==> config.mk <==
export PLATFORM = sky130hd
export DESIGN_NAME = fsm_sequencer
export DESIGN_NICKNAME = d
export VERILOG_FILES = /design/src/rtl/fsm_sequencer.sv
export SDC_FILE = /design/constraint.sdc
export NUM_CORES = 1
export LEC_CHECK = 0
export ABC_CLOCK_PERIOD_IN_PS = 3100
export CAP_MARGIN = 10
export CORE_MARGIN = 3
export CORE_UTILIZATION = 41
export CTS_BUF_LIST = sky130_fd_sc_hd__clkbuf_4 sky130_fd_sc_hd__clkbuf_8
export DETAILED_ROUTE_END_ITERATION = 12
export SLEW_MARGIN = 20
export SYNTH_ARGS = -nofsm -noshare
export SYNTH_HDL_FRONTEND = slang
export SYNTH_SLANG_ARGS = --single-unit
==> constraint.sdc <==
create_clock -name CLK -period 3.1 [get_ports CLK]
set_input_delay 0.775 -clock CLK [delete_from_list [all_inputs] [get_ports CLK]]
set_output_delay 0.775 -clock CLK [all_outputs]
set_load 0.03 [all_outputs]
==> src/rtl/fsm_sequencer.sv <==
// fsm_sequencer: button-triggered timed-phase sequencer driving a downstream
// timer through START/RESET and stepping PHASE on each READY handshake.
module fsm_sequencer #(
  parameter  int NPHASES = 4,
  localparam int PW      = (NPHASES > 2) ? $clog2(NPHASES) : 1
) (
  input  logic          CLK,
  input  logic          N_RESET,
  input  logic          BTN,
  input  logic          TMR_READY,
  output logic          TMR_START,
  output logic          TMR_RESET,
  output logic [PW-1:0] PHASE,
  output logic          BUSY,
  output logic          DONE
);

  typedef enum logic [2:0] {
    S_IDLE,
    S_ARM,
    S_WAIT,
    S_ACK,
    S_FIN,
    S_ABORT
  } state_e;

  localparam logic [PW-1:0] LAST_PHASE = PW'(NPHASES - 1);

  state_e        state_q, state_d;
  logic [PW-1:0] phase_q, phase_d;
  logic          s1_q, s2_q, s3_q;
  logic [2:0]    vld_q;
  logic          start_q, start_d;
  logic          treset_q, treset_d;
  logic          busy_q, busy_d;
  logic          done_q, done_d;
  logic          press;

  // Next-state, phase update and Moore output decode of the next state.
  always_comb begin
    // vld_q[2] marks s3 as holding a real post-reset BTN sample, so a button
    // already held at reset release never looks like a rising edge.
    press    = s2_q & ~s3_q & vld_q[2];
    state_d  = state_q;
    phase_d  = phase_q;
    case (state_q)
      S_IDLE: begin
        if (press) state_d = S_ARM;
      end
      S_ARM: begin
        state_d = S_WAIT;
      end
      S_WAIT: begin
        if (press)          state_d = S_ABORT;
        else if (TMR_READY) state_d = S_ACK;
      end
      S_ACK: begin
        if (phase_q == LAST_PHASE) begin
          state_d = S_FIN;
        end else begin
          phase_d = phase_q + PW'(1);
          state_d = S_ARM;
        end
      end
      S_FIN, S_ABORT: begin
        phase_d = '0;
        state_d = S_IDLE;
      end
      default: begin
        phase_d = '0;
        state_d = S_IDLE;
      end
    endcase
    start_d  = (state_d == S_ARM);
    treset_d = (state_d == S_ACK) || (state_d == S_ABORT);
    busy_d   = (state_d == S_ARM) || (state_d == S_WAIT) || (state_d == S_ACK);
    done_d   = (state_d == S_FIN);
  end

  // All state: synchroniser, FSM, phase counter and registered outputs.
  always_ff @(posedge CLK or negedge N_RESET) begin
    if (!N_RESET) begin
      state_q  <= S_IDLE;
      phase_q  <= '0;
      s1_q     <= 1'b0;
      s2_q     <= 1'b0;
      s3_q     <= 1'b0;
      vld_q    <= '0;
      start_q  <= 1'b0;
      treset_q <= 1'b0;
      busy_q   <= 1'b0;
      done_q   <= 1'b0;
    end else begin
      s1_q     <= BTN;
      s2_q     <= s1_q;
      s3_q     <= s2_q;
      vld_q    <= {vld_q[1:0], 1'b1};
      state_q  <= state_d;
      phase_q  <= phase_d;
      start_q  <= start_d;
      treset_q <= treset_d;
      busy_q   <= busy_d;
      done_q   <= done_d;
    end
  end

  assign TMR_START = start_q;
  assign TMR_RESET = treset_q;
  assign PHASE     = phase_q;
  assign BUSY      = busy_q;
  assign DONE      = done_q;

endmodule

==> impl.org, run 1 <==
** Routing
- The first TritonRoute pass finished after 4 iterations.
- Highest Signal Layer :: met4
- Number of design rule violations left after detail routing :: 0
- The detailed router put a total of 362 um of wire on met1.
- Summed over all nets, wire length on met3 after detailed routing comes to 65 um.
- Initial DRC Count :: 4
- Detail-routed net length per standard cell :: about 12 um
- Detailed routing placed a total of 375 um of wire on met2.
- Final Routed Wirelength :: around 820 um
- Number of vias per cell :: slightly above 5
- Total via count in the routed design :: 356
- The count of nets left with antenna violations once routing finished came out at 0.

** Critical path
- The worst register-to-register path ends at PHASE[0].
- Counting both buffers and inverters, the worst setup path holds a total of 1.
- Critical path capture point type :: output pin
- Of all nets on the critical path, the largest fanout is 3.
- Top cell family by delay on the critical path :: buffers and inverters
- In this run the critical register-to-register path is launched from PHASE[0].
- Flop-to-flop setup slack :: 1730 ps
- Data arrives at the worst endpoint at between 1000 and 1500 ps.
- Worst R2R Path Depth :: 4
- The largest individual stage delay along the critical path comes from the cell sky130_fd_sc_hd__clkdlybuf4s50_1.
- Critical path launch point :: PHASE[0]
- In this run the number of cells on the critical path is 1.
- The worst setup path is of the flop to output pin kind.
- Critical Path, Cell by Cell :: clkdlybuf4s50_1
- The worst setup path is launched from a flop.
- Endpoint required time on the critical path :: 2320 ps
- Capture point of the worst path :: PHASE[0]
- Biggest cell delay along the critical path :: between 600 and 700 ps

** Floorplanning
- After floorplanning, the core was divided into 13 placement rows.
- The die covers 1930 um^2.
- Die boundary width :: roughly 44 um
- The floorplan step defined a core boundary enclosing 1330 um^2.
- Initial Utilization :: 44.3%
- I/O pins :: 10
- Height of the die :: 44.0 um

** STA
- Across the routed clock network, the largest skew measured is 6.39 ps.
- The count of final max-slew check failures is 0.
- Actual slew at the worst max-slew pin :: around 620 ps
- Final Cycle Share :: 69.6%
- Static timing analysis puts the maximum clock frequency at around 0.46 GHz.
- Once routing completed, OpenROAD measured the worst setup slack at roughly 940 ps.
- Total of endpoints with negative setup slack in the final report :: 0
- Final number of hold-violating endpoints :: 0
- Relative slew margins :: 58.2%
- Final critical delay including setup and external delays :: 2160 ps
- Unrepaired setup endpoints after global routing :: no
- Final-layout setup total negative slack :: 0 ps

** Logic synthesis
- In this run, synthesis produced a sequential element count of 15.
- Counting distinct cell types in the post-synthesis netlist gives 23.
- The average instance in the mapped netlist occupies 13.1 um^2.
- In the post-synthesis netlist, the biggest area contributors are sky130_fd_sc_hd__dfrtp_1, sky130_fd_sc_hd__nand3b_4, sky130_fd_sc_hd__a2111oi_2.
- Of the post-synthesis cell area, the dominant cell type holds ~64%.
- Synth top cells by count :: sky130_fd_sc_hd__dfrtp_1, sky130_fd_sc_hd__inv_1, sky130_fd_sc_hd__nand2_1, sky130_fd_sc_hd__nor2_1
- Number of nets produced by synthesis :: 50
- The most used flip-flop cell after synthesis is sky130_fd_sc_hd__dfrtp_1.
- Gate Count Post-Synth :: between 40 and 50
- Sequential elements use roughly 64% of the synthesized area.
- After synthesis the cells add up to between 500 and 600 um^2.
- By instance count, the leading cell after synthesis is sky130_fd_sc_hd__dfrtp_1.
- Number of warnings printed during yosys synthesis :: 0
- Of all cell types, the one taking the most synthesized area is sky130_fd_sc_hd__dfrtp_1.
- In this run, synthesis inferred 0 flip-flops with an integrated enable.
- Post-synth ARST share :: 100%

** Power
- Net switching is 37.3% of the power.
- The share of total power dissipated in the clock network is about a fifth.
- Summed over all cells, the static leakage comes to 0.333 nW.
- After layout, the design draws a total of 0.628 mW.
- Internal :: 0.394 mW
- Peak ir drop on the vdd network :: approximately 420 uV
- The share of total power dissipated in sequential elements is between 40% and 50%.
- Summed over all nets, the switching power comes to 0.234 mW.
- Combinational Power Share :: 35.0%
- In this run the power density over the cells is 889 nW/um^2.

** Final layout
- Multi-input gate area in the final layout :: 181 um^2
- Counting the fill cells in the layout gives roughly 120.
- Register cell area after layout :: 375 um^2
- Final standard cell count with taps included and fillers excluded :: 70
- In the final layout, the share of cells above drive strength 1 is between 10% and 20%.
- Nets :: 61
- The number of antenna diodes in the final layout is 0.
- Compared with the post-synthesis result, the final layout area differs by 19.7%.

** Clock network
- Buffer type at the clock tree root :: sky130_fd_sc_hd__clkbuf_4
- Number of buffers created by CTS :: 3
- The number of setup buffers added after CTS is 0.
- Number of cells upsized or downsized after cts :: 0
- The number of hold buffers added after CTS was 0.
- Counting every sink on the clock net gives 15.
- After clock tree synthesis, the clock-pin slew on the worst setup and hold paths is 100 ps.
- In this run the deepest clock path goes through 2 buffers.
- TritonCTS clock tree :: done
- Clock latency on the worst-skew pair, taken at its later pin, is 290 ps.
- CTS built an H-tree with a depth of 1.

** Global routing
- Maximum number of pins on one net before global-route repair :: 16
- Summed over all layers, the global routing overflow is 0.
- Global router's overall resource usage :: 9.88%
- Via count of the first global-routing pass :: about 320
- First-pass GRT wire length :: 1350 um
- Number of antenna violations at the first check in global routing :: 0

** Placed design
- After legalization and detailed placement, the total HPWL measured 570 um.
- Last weighted congestion value of the routability-driven placer :: 0.732
- Cell Count Post-Placement :: 66
- Port Buffer Count :: 9
- Worst slack after detailed placement :: 1270 ps

** Outcome
- Status :: finished, final reports clean

** Worst hold path
- Hold Path Cell Cnt :: 0
- The tightest min-delay check is of the flop to flop type.

** Run
- Number of max-capacitance violations reported :: 0
-- worst min path at each step --
stage / slack [ps] / from / end
floorplan: 330 / s1_q / s2_q
global placement: 330 / s1_q / s2_q
detailed placement: 340 / vld_q[0] / vld_q[1]
CTS: 360 / vld_q[0] / vld_q[1]
global route: 370 / s1_q / s2_q
finish: 360 / vld_q[0] / vld_q[1]
-- cells by family after synthesis --
group / count (synthesis) / share of synthesized area (%)
AOI/OAI and AO/OA: 7 / 9.74
xor gates and xnor gates: 2 / 2.97
adders and majority gates: 1 / 2.12
buffers and inverters: 6 / 5.72
DFF: 15 / 63.6
muxes: 1 / 1.69
other: 1 / 0.635
and+or+nand+nor: 12 / 13.6
-- final cells by class --
cell class | instances | share of cell area, %
flip-flops and latches | 15 | 53.1
multi-input cells | 24 | 25.7
repair buffers | 9 | 12.7
clock buffers | 3 | 3.19
well taps | 15 | 2.65
inverters | 3 | 1.59
clock inverters | 1 | 1.06
-- cells in the final DEF (no fill, tap or decap) --
cell type and instances:
sky130_fd_sc_hd__mux2i_1 1, sky130_fd_sc_hd__nand3b_1 2, sky130_fd_sc_hd__clkdlybuf4s50_1 9, sky130_fd_sc_hd__nand3b_4 1, sky130_fd_sc_hd__nand2_1 3, sky130_fd_sc_hd__a21oi_2 1
sky130_fd_sc_hd__a21oi_1 2, sky130_fd_sc_hd__clkinvlp_4 1, sky130_fd_sc_hd__inv_1 3, sky130_fd_sc_hd__xor2_1 1, sky130_fd_sc_hd__and3_1 1, sky130_fd_sc_hd__a2111oi_2 1
sky130_fd_sc_hd__nand3_1 1, sky130_fd_sc_hd__clkbuf_4 3, sky130_fd_sc_hd__or3_4 1, sky130_fd_sc_hd__nor2_1 3, sky130_fd_sc_hd__dfrtp_1 15, sky130_fd_sc_hd__a21o_2 1
sky130_fd_sc_hd__o211a_1 1, sky130_fd_sc_hd__o21ai_0 1, sky130_fd_sc_hd__xnor2_1 1, sky130_fd_sc_hd__ha_1 1, sky130_fd_sc_hd__conb_1 1
-- per-stage QoR --
step	util (%)	instance area [um^2]	hold slack, ps
global route	53.0	707	372
finish	53.0	707	358
floorplan	-	591	331
global placement	50.8	677	332
CTS	53.0	707	359
detailed placement	50.8	677	336
-- power groups by stage --
stage	clock [mW]	combinational, mW	sequential, mW
3_5_place_dp	0	0.219	0.294
6_report	0.117	0.220	0.291
5_1_grt	0.127	0.238	0.299
4_1_cts	0.117	0.224	0.290
2_1_floorplan	0	0.132	0.321
3_3_place_gp	0	0.215	0.291
-- flip-flops by register name (all words and copies together), names as in the netlist --
name,flops
DONE,1
BUSY,1
state_q,3
PHASE,2
s2_q,1
TMR_RESET,1
s3_q,1
vld_q,3
s1_q,1
TMR_START,1
-- per-layer routing --
metal / track usage [%] / vias to the layer above
met1: 12.4 / 170
li1: - / 165
met3: 2.90 / 2
met2: 14.2 / 19
met4: 7.23 / 0
met5: 0 / -
Power figures use the tool's default switching activity.
==> run 2: changes to the inputs <==
- ABC_CLOCK_PERIOD_IN_PS: 3100 -> 1800
- PLACE_DENSITY: unset -> 0.67
- clock period: 3.1 -> 1.8 ns (I/O delays scaled with it)
==> run 2 against run 1 <==
  * Combinational power increased by 66%
  * Count of clock-buffer cells in the layout increased by 1
  * Total power increased by 70%
  * Via count decreased by 1.7%
  * Die area unchanged
  * Final area increased by 1.2%
==> impl.org, run 2 (synthesized netlist as in run 1, its figures left out) <==
** Outcome
- Status :: finished, final reports clean

** Routing
- The routed layout has 350 vias.
- Dividing the detail-routed via count by the number of cells gives 4.93.
- Initial DRC Count :: 2
- The final layout contains routed wiring with a total length of 870 um.
- Detail-routed net length per standard cell :: ~12 um
- Number of design rule violations left after detail routing :: 0
- Router iterations before antenna repair :: 4
- Remaining antenna violation count :: 0

** STA
- Slew Viols, Final :: 0
- Total of endpoints with negative setup slack in the final report :: 0
- Final-layout setup total negative slack :: 0 ps
- Final critical delay including setup and external delays :: 1720 ps
- Across all setup checks in the final design, the least slack found is 84.8 ps.
- The hold violation total from the final report is 0.
- Upper clock frequency limit :: between 0.5 and 0.6 GHz
- After layout, the worst path uses between 90% and 100% of the clock period.
- Worst clock skew :: 8.69 ps
- Unrepaired setup endpoints after global routing :: no

** Run
- The tool flagged a number of max-cap violations equal to 0.

** Critical path
- Number of gates on the worst path with buffers counted :: 1
- Crit Reg-Reg Startpoint :: PHASE[0]
- Measured in cells, the most critical reg-to-reg path has a length of 4.
- Capture point of the worst path :: TMR_START
- Flop-to-flop setup slack :: around 460 ps
- Maximum fanout count along the critical path :: 1
- Data arrival time of the critical path :: 1270 ps
- Critical Path, Cell by Cell :: clkdlybuf4s50_1
- Kind of launch point of the worst setup path :: flop
- In this run the worst setup path begins at TMR_START.
- Buffering stage count on the worst path with inverters included :: 1
- The worst setup path is of the flop to output pin kind.
- Data on the critical path is required at its endpoint by about 1400 ps.
- The kind of cell with the highest combined delay along the critical path is buffers and inverters.
- The largest single stage delay on the critical path is approximately 660 ps.
- The slowest stage of the critical path belongs to the cell sky130_fd_sc_hd__clkdlybuf4s50_1.
- Crit Reg-Reg Endpoint :: PHASE[1]
- Critical path capture point type :: output pin

** Power
- Post-route total power :: 1.07 mW
- Dividing total power by cell area gives a power density of ~1500 nW/um^2.
- In this run the static leakage power is 0.357 nW.
- IR analysis of the VDD net gives a maximum drop of slightly above 700 uV.

** Floorplanning
- In this run the horizontal extent of the chip is 44.0 um.
- The die is 44.0 um tall.
- Standard-cell row count :: 13
- Full die area :: roughly 1900 um^2
- Initial Utilization :: 44.3%
- The core region is 1330 um^2.
- During I/O placement, the number of pins put on the boundary was 10.

** Placed design
- Worst slack after detailed placement :: 297 ps
- Buffers placed on the I/O ports in this run total 9.
- Post-DP HPWL :: 608 um
- Last weighted congestion value of the routability-driven placer :: roughly 0.73
- The number of placed instances, taps included, is 67.

** Global routing
- Number of antenna violations at the first check in global routing :: 0
- The first global-routing pass estimated around 1600 um of wire.
- Entering global routing, the biggest net connects 16 pins.
- The number of global-route vias before repair is between 300 and 400.
- Global routing consumed, over all layers together, between 10% and 20% of the routing resources.
- Congestion Overflow GR :: 0

** Final layout
- In the final design database the tool counted 62 nets.
- Number of antenna cells inserted :: 0
- Relative to the synthesized area, the layout overhead comes to 21.2%.
- Most frequent cells in the layout :: sky130_fd_sc_hd__dfrtp_1, sky130_fd_sc_hd__clkdlybuf4s50_1, sky130_fd_sc_hd__clkbuf_4
- Fraction of layout instances using a drive strength above 1 :: approximately 18%
- After the flow finishes, the layout carries non-filler instances totaling 71.
- Most common cell after layout, fill and taps aside :: sky130_fd_sc_hd__dfrtp_1

** Worst hold path
- Worst hold path type :: flop to flop

** Clock network
- After clock tree synthesis, the clock-pin slew on the worst setup and hold paths is 90 ps.
- For the worst-skew pair, the clock arrives at the later sink with an insertion delay of 280 ps.
- CTS built an H-tree with a depth of 1.
- TritonCTS built the clock tree.
- Largest buffer count on any clock path :: 2
- Buffer type at the clock tree root :: sky130_fd_sc_hd__clkbuf_4
- Number of buffers created by CTS :: 3
- Setup bufs post-CTS :: 0
- CTS Hold Bufs :: 0
- CTS saw 15 sinks.
==> run 2: cell count changes in the layout (fill, tap and decap cells not counted) <==
cell and change:
sky130_fd_sc_hd__buf_4 +1, sky130_fd_sc_hd__clkbuf_4 +1, sky130_fd_sc_hd__clkdlybuf4s50_1 -2, sky130_fd_sc_hd__clkinvlp_4 -1, sky130_fd_sc_hd__dlygate4sd2_1 +1, sky130_fd_sc_hd__dlymetal6s2s_1 +1
==> run 2: area by class of cell <==
type	instances	area (um^2)
clock buffer	4	30.0
multi-input combinational	24	181
tap	15	18.8
fill	114	618
timing repair buffer	10	98.8
sequential	15	375
inverter	3	11.3
==> run 2: power by group <==
part           leakage (nW)  switching [mW]  internal (mW)
registers             0.186          0.0850          0.416
clock network        0.0184           0.101          0.101
logic                 0.153           0.197          0.170
total                 0.357           0.383          0.687
==> run 2: per-stage QoR <==
stage                     util, %  hold slack, ps  instance area [um^2]
after CTS                    53.5             355                   713
after global routing         53.7             364                   716
after detailed placement     51.3             336                   684
after floorplan                 -             154                   591
final                        53.7             352                   716
after global placement       51.3             333                   684
==> run 2: routing by layer <==
metal	share of wire, %	track usage [%]	vias up	routed length, um
met3	7.4	3.73	2	64
met1	43	13.3	168	376
met2	48	18.0	14	421
met5	0	0	-	0
li1	-	-	166	-
met4	0.92	7.23	0	8
==> run 2: worst min path at each step <==
stage	endpoint	slack, ps	depth (start not counted)	start
floorplan	BUSY	150	0	N_RESET
CTS	vld_q[2]	350	0	vld_q[1]
finish	vld_q[2]	350	0	vld_q[1]
global route	vld_q[2]	360	0	vld_q[1]
detailed placement	vld_q[2]	340	0	vld_q[1]
global placement	vld_q[1]	330	0	vld_q[0]
==> run 2: repair_timing <==
action / 4_1_cts / 5_1_grt
gates cloned: 0 / 0
pin swaps: 0 / 0
gates resized for setup: 1 / 1
setup endpoints to repair: 1 / 1
==> run 3: changes to the inputs <==
- DONT_BUFFER_PORTS: unset -> 1
- PLACE_DENSITY: 0.67 -> unset
==> run 3 against run 2 <==
  * Fmax increased by 15%
  * Critical endpoint is now PHASE[1]
  * Combinational power fell by 50%
  * Final area fell by 13%
  * Clock skew down 7.8 ps
  * Clock power down 6%
  * Count of clock-buffer cells in the layout shrank 1
  * Global-route usage fell by 0.93 points
  * Setup slack improved by 230 ps
  * Total power is 9.0% lower
  * Register-to-register slack lost 150 ps
  * Via count shrank 12%
==> impl.org, run 3 (synthesized netlist as in run 1, its figures left out) <==
** Final layout
- Across the whole layout, storage elements account for 375 um^2.
- Of the cells placed in the final design, the portion with a size suffix greater than 1 is 19.1%.
- The layout has 126 filler cells.
- The finished layout holds 62 standard cells, fillers aside.
- Nets :: 53
- Once layout is done, the placed cells without fillers occupy 624 um^2.
- Compared with the post-synthesis result, the final layout area differs by 5.72%.
- Most frequent cells in the layout :: sky130_fd_sc_hd__dfrtp_1, sky130_fd_sc_hd__inv_1, sky130_fd_sc_hd__nand2_1, sky130_fd_sc_hd__nor2_1, sky130_fd_sc_hd__clkbuf_4
- Number of antenna cells inserted :: 0
- Most common cell after layout, fill and taps aside :: sky130_fd_sc_hd__dfrtp_1
- In the final layout, the multi-input gates occupy 181 um^2.

** STA
- Worst clock skew :: 0.877 ps
- Final number of hold-violating endpoints :: 0
- Relative slew margins :: 58.1%
- Total of endpoints with negative setup slack in the final report :: 0
- Hold is met by 192 ps.
- Subtracting the final worst setup slack from the clock period gives around 1500 ps.
- Setup repair after global routing left no endpoint under its margin.
- Upper clock frequency limit :: 0.673 GHz
- In the final timing run, aggregate negative setup slack is 0 ps.
- Slew Viols, Final :: 0
- Final Cycle Share :: 82.5%
- For the pin with the worst max-slew slack, the measured transition is 626 ps.

** Routing
- M1 wire length :: 366 um
- Number of design rule violations left after detail routing :: 0
- Number of vias per cell :: 4.98
- In this run the remaining antenna-violating nets after routing total 0.
- Initial DRC Count :: 6
- The final layout contains routed wiring with a total length of 819 um.
- Met2 wirelength from detailed routing :: 394 um
- Detailed route wirelength on metal3 :: 59 um
- Router iterations before antenna repair :: 5
- Total via count in the routed design :: 309
- Signal routing reaches up to met3.
- In the final routed layout, each cell accounts on average for 13.2 um.

** Clock network
- The longest clock path from root to sink contains 2 buffers.
- Clk pin slew, worst setup/hold paths :: around 90 ps
- Clk_lat worst skew :: around 270 ps
- The clock drives 15 sinks.
- In this run the number of H-tree levels came out at 1.
- In this run the clock root is driven by a sky130_fd_sc_hd__clkbuf_4.
- TritonCTS created 3 clock buffers.
- TritonCTS built the clock tree.

** Floorplanning
- Height of the die :: about 44 um
- The die covers 1930 um^2.
- The floorplan has 13 rows.
- The floorplan step defined a core boundary enclosing 1330 um^2.
- Initial Utilization :: 44.3%
- 10 I/O pins were placed.
- From left edge to right edge, the die measures between 40 and 50 um.

** Critical path
- At the worst endpoint, the arrival time is roughly 1700 ps.
- The worst register-to-register path ends at PHASE[1].
- Critical path capture point type :: flop
- Setup slack on the worst reg-to-reg path comes out at about 310 ps.
- Crit Reg-Reg Startpoint :: PHASE[0]
- The critical path is of the flop to flop type.
- Kind of launch point of the worst setup path :: flop
- Endpoint required time on the critical path :: 1960 ps
- Maximum fanout count along the critical path :: 4
- Worst R2R Path Depth :: 4

** Global routing
- The number of global-route vias before repair was around 310.
- First-pass GRT wire length :: 1410 um
- Across every metal layer, demand over resource in global routing totals 10.5%.
- Maximum number of pins on one net before global-route repair :: 16
- Congestion Overflow GR :: 0
- The initial antenna violation count was 0.

** Placed design
- The placed instances occupy a cell area of 587 um^2.
- Port buffering added 0 buffers.
- Last weighted congestion value of the routability-driven placer :: 0.690
- Post-DP HPWL :: between 600 and 700 um
- Cell Count Post-Placement :: 57

** Power
- Summing internal, switching and leakage power gives 0.973 mW.
- The share of total power dissipated in sequential elements is 61.9%.
- For this design the static power due to leakage is 0.307 nW.
- Internal :: approximately 0.59 mW
- The analysis attributes to net switching a power of 0.379 mW.
- Clk pwr share :: 19.4%
- Switch share :: approximately 40%
- Combinational Power Share :: 18.7%
- Power per cell area :: around 1600 nW/um^2
- Peak ir drop on the vdd network :: 600 uV

** Run
- Number of max-capacitance violations reported :: 0

** Outcome
- The run finished with clean final reports.

** Worst hold path
- The worst hold path belongs to the class primary input to flop.
- For hold timing, the worst endpoint is s1_q.
- Hold Path Cell Cnt :: 0
- In this run the most critical hold path is launched from BTN.
-- run 3: worst max-delay path, cell delays in order, from the launching register on --
cell and delay (ps):
sky130_fd_sc_hd__dfrtp_1 520, sky130_fd_sc_hd__ha_1 300, sky130_fd_sc_hd__nand3b_1 280, sky130_fd_sc_hd__mux2i_1 220, sky130_fd_sc_hd__nor2_1 50
-- run 3: cell type report --
cell class | count | area share [%]
clock buffer | 3 | 3.61
clock inverter | 1 | 0.802
sequential | 15 | 60.1
inverter | 3 | 1.80
timing repair buffer | 1 | 1.60
tap | 15 | 3.01
multi-input combinational | 24 | 29.1
-- run 3: what timing repair did --
item                                   CTS  global route
buffers inserted                         0             0
hold buffers                             1             0
resized for setup                        0             0
endpoints found under the hold margin   15             0
-- run 3: stage by stage --
stage | setup WS (ps) | utilization (%)
after floorplan | 449 | -
after global placement | 356 | 44.0
after detailed placement | 329 | 44.0
after CTS | 312 | 46.8
after global routing | 209 | 46.8
final | 315 | 46.8
-- run 3: routing by layer --
| metal | GRT usage, % | vias to the layer above |
|---|---|---|
| li1 | - | 149 |
| met2 | 15.4 | 9 |
| met1 | 13.1 | 151 |
| met5 | 0 | - |
| met3 | 4.56 | 0 |
| met4 | 5.42 | 0 |
-- run 3: power groups by stage --
stage / registers (mW) / clock network [mW] / logic, mW
floorplan: 0.554 / 0 / 0.227
global placement: 0.605 / 0 / 0.163
detailed placement: 0.613 / 0 / 0.177
CTS: 0.604 / 0.195 / 0.187
global route: 0.620 / 0.217 / 0.212
finish: 0.603 / 0.189 / 0.182
-- run 3: worst max-delay path by stage --
stage / slack [ps] / from / end / depth (start not counted)
6_report: 310 / PHASE[0] / PHASE[1] / 4
5_1_grt: 210 / PHASE[0] / PHASE[1] / 4
4_1_cts: 310 / PHASE[0] / PHASE[1] / 4
3_5_place_dp: 330 / PHASE[0] / PHASE[1] / 4
3_3_place_gp: 360 / PHASE[0] / PHASE[1] / 4
2_1_floorplan: 450 / PHASE[0] / PHASE[1] / 4
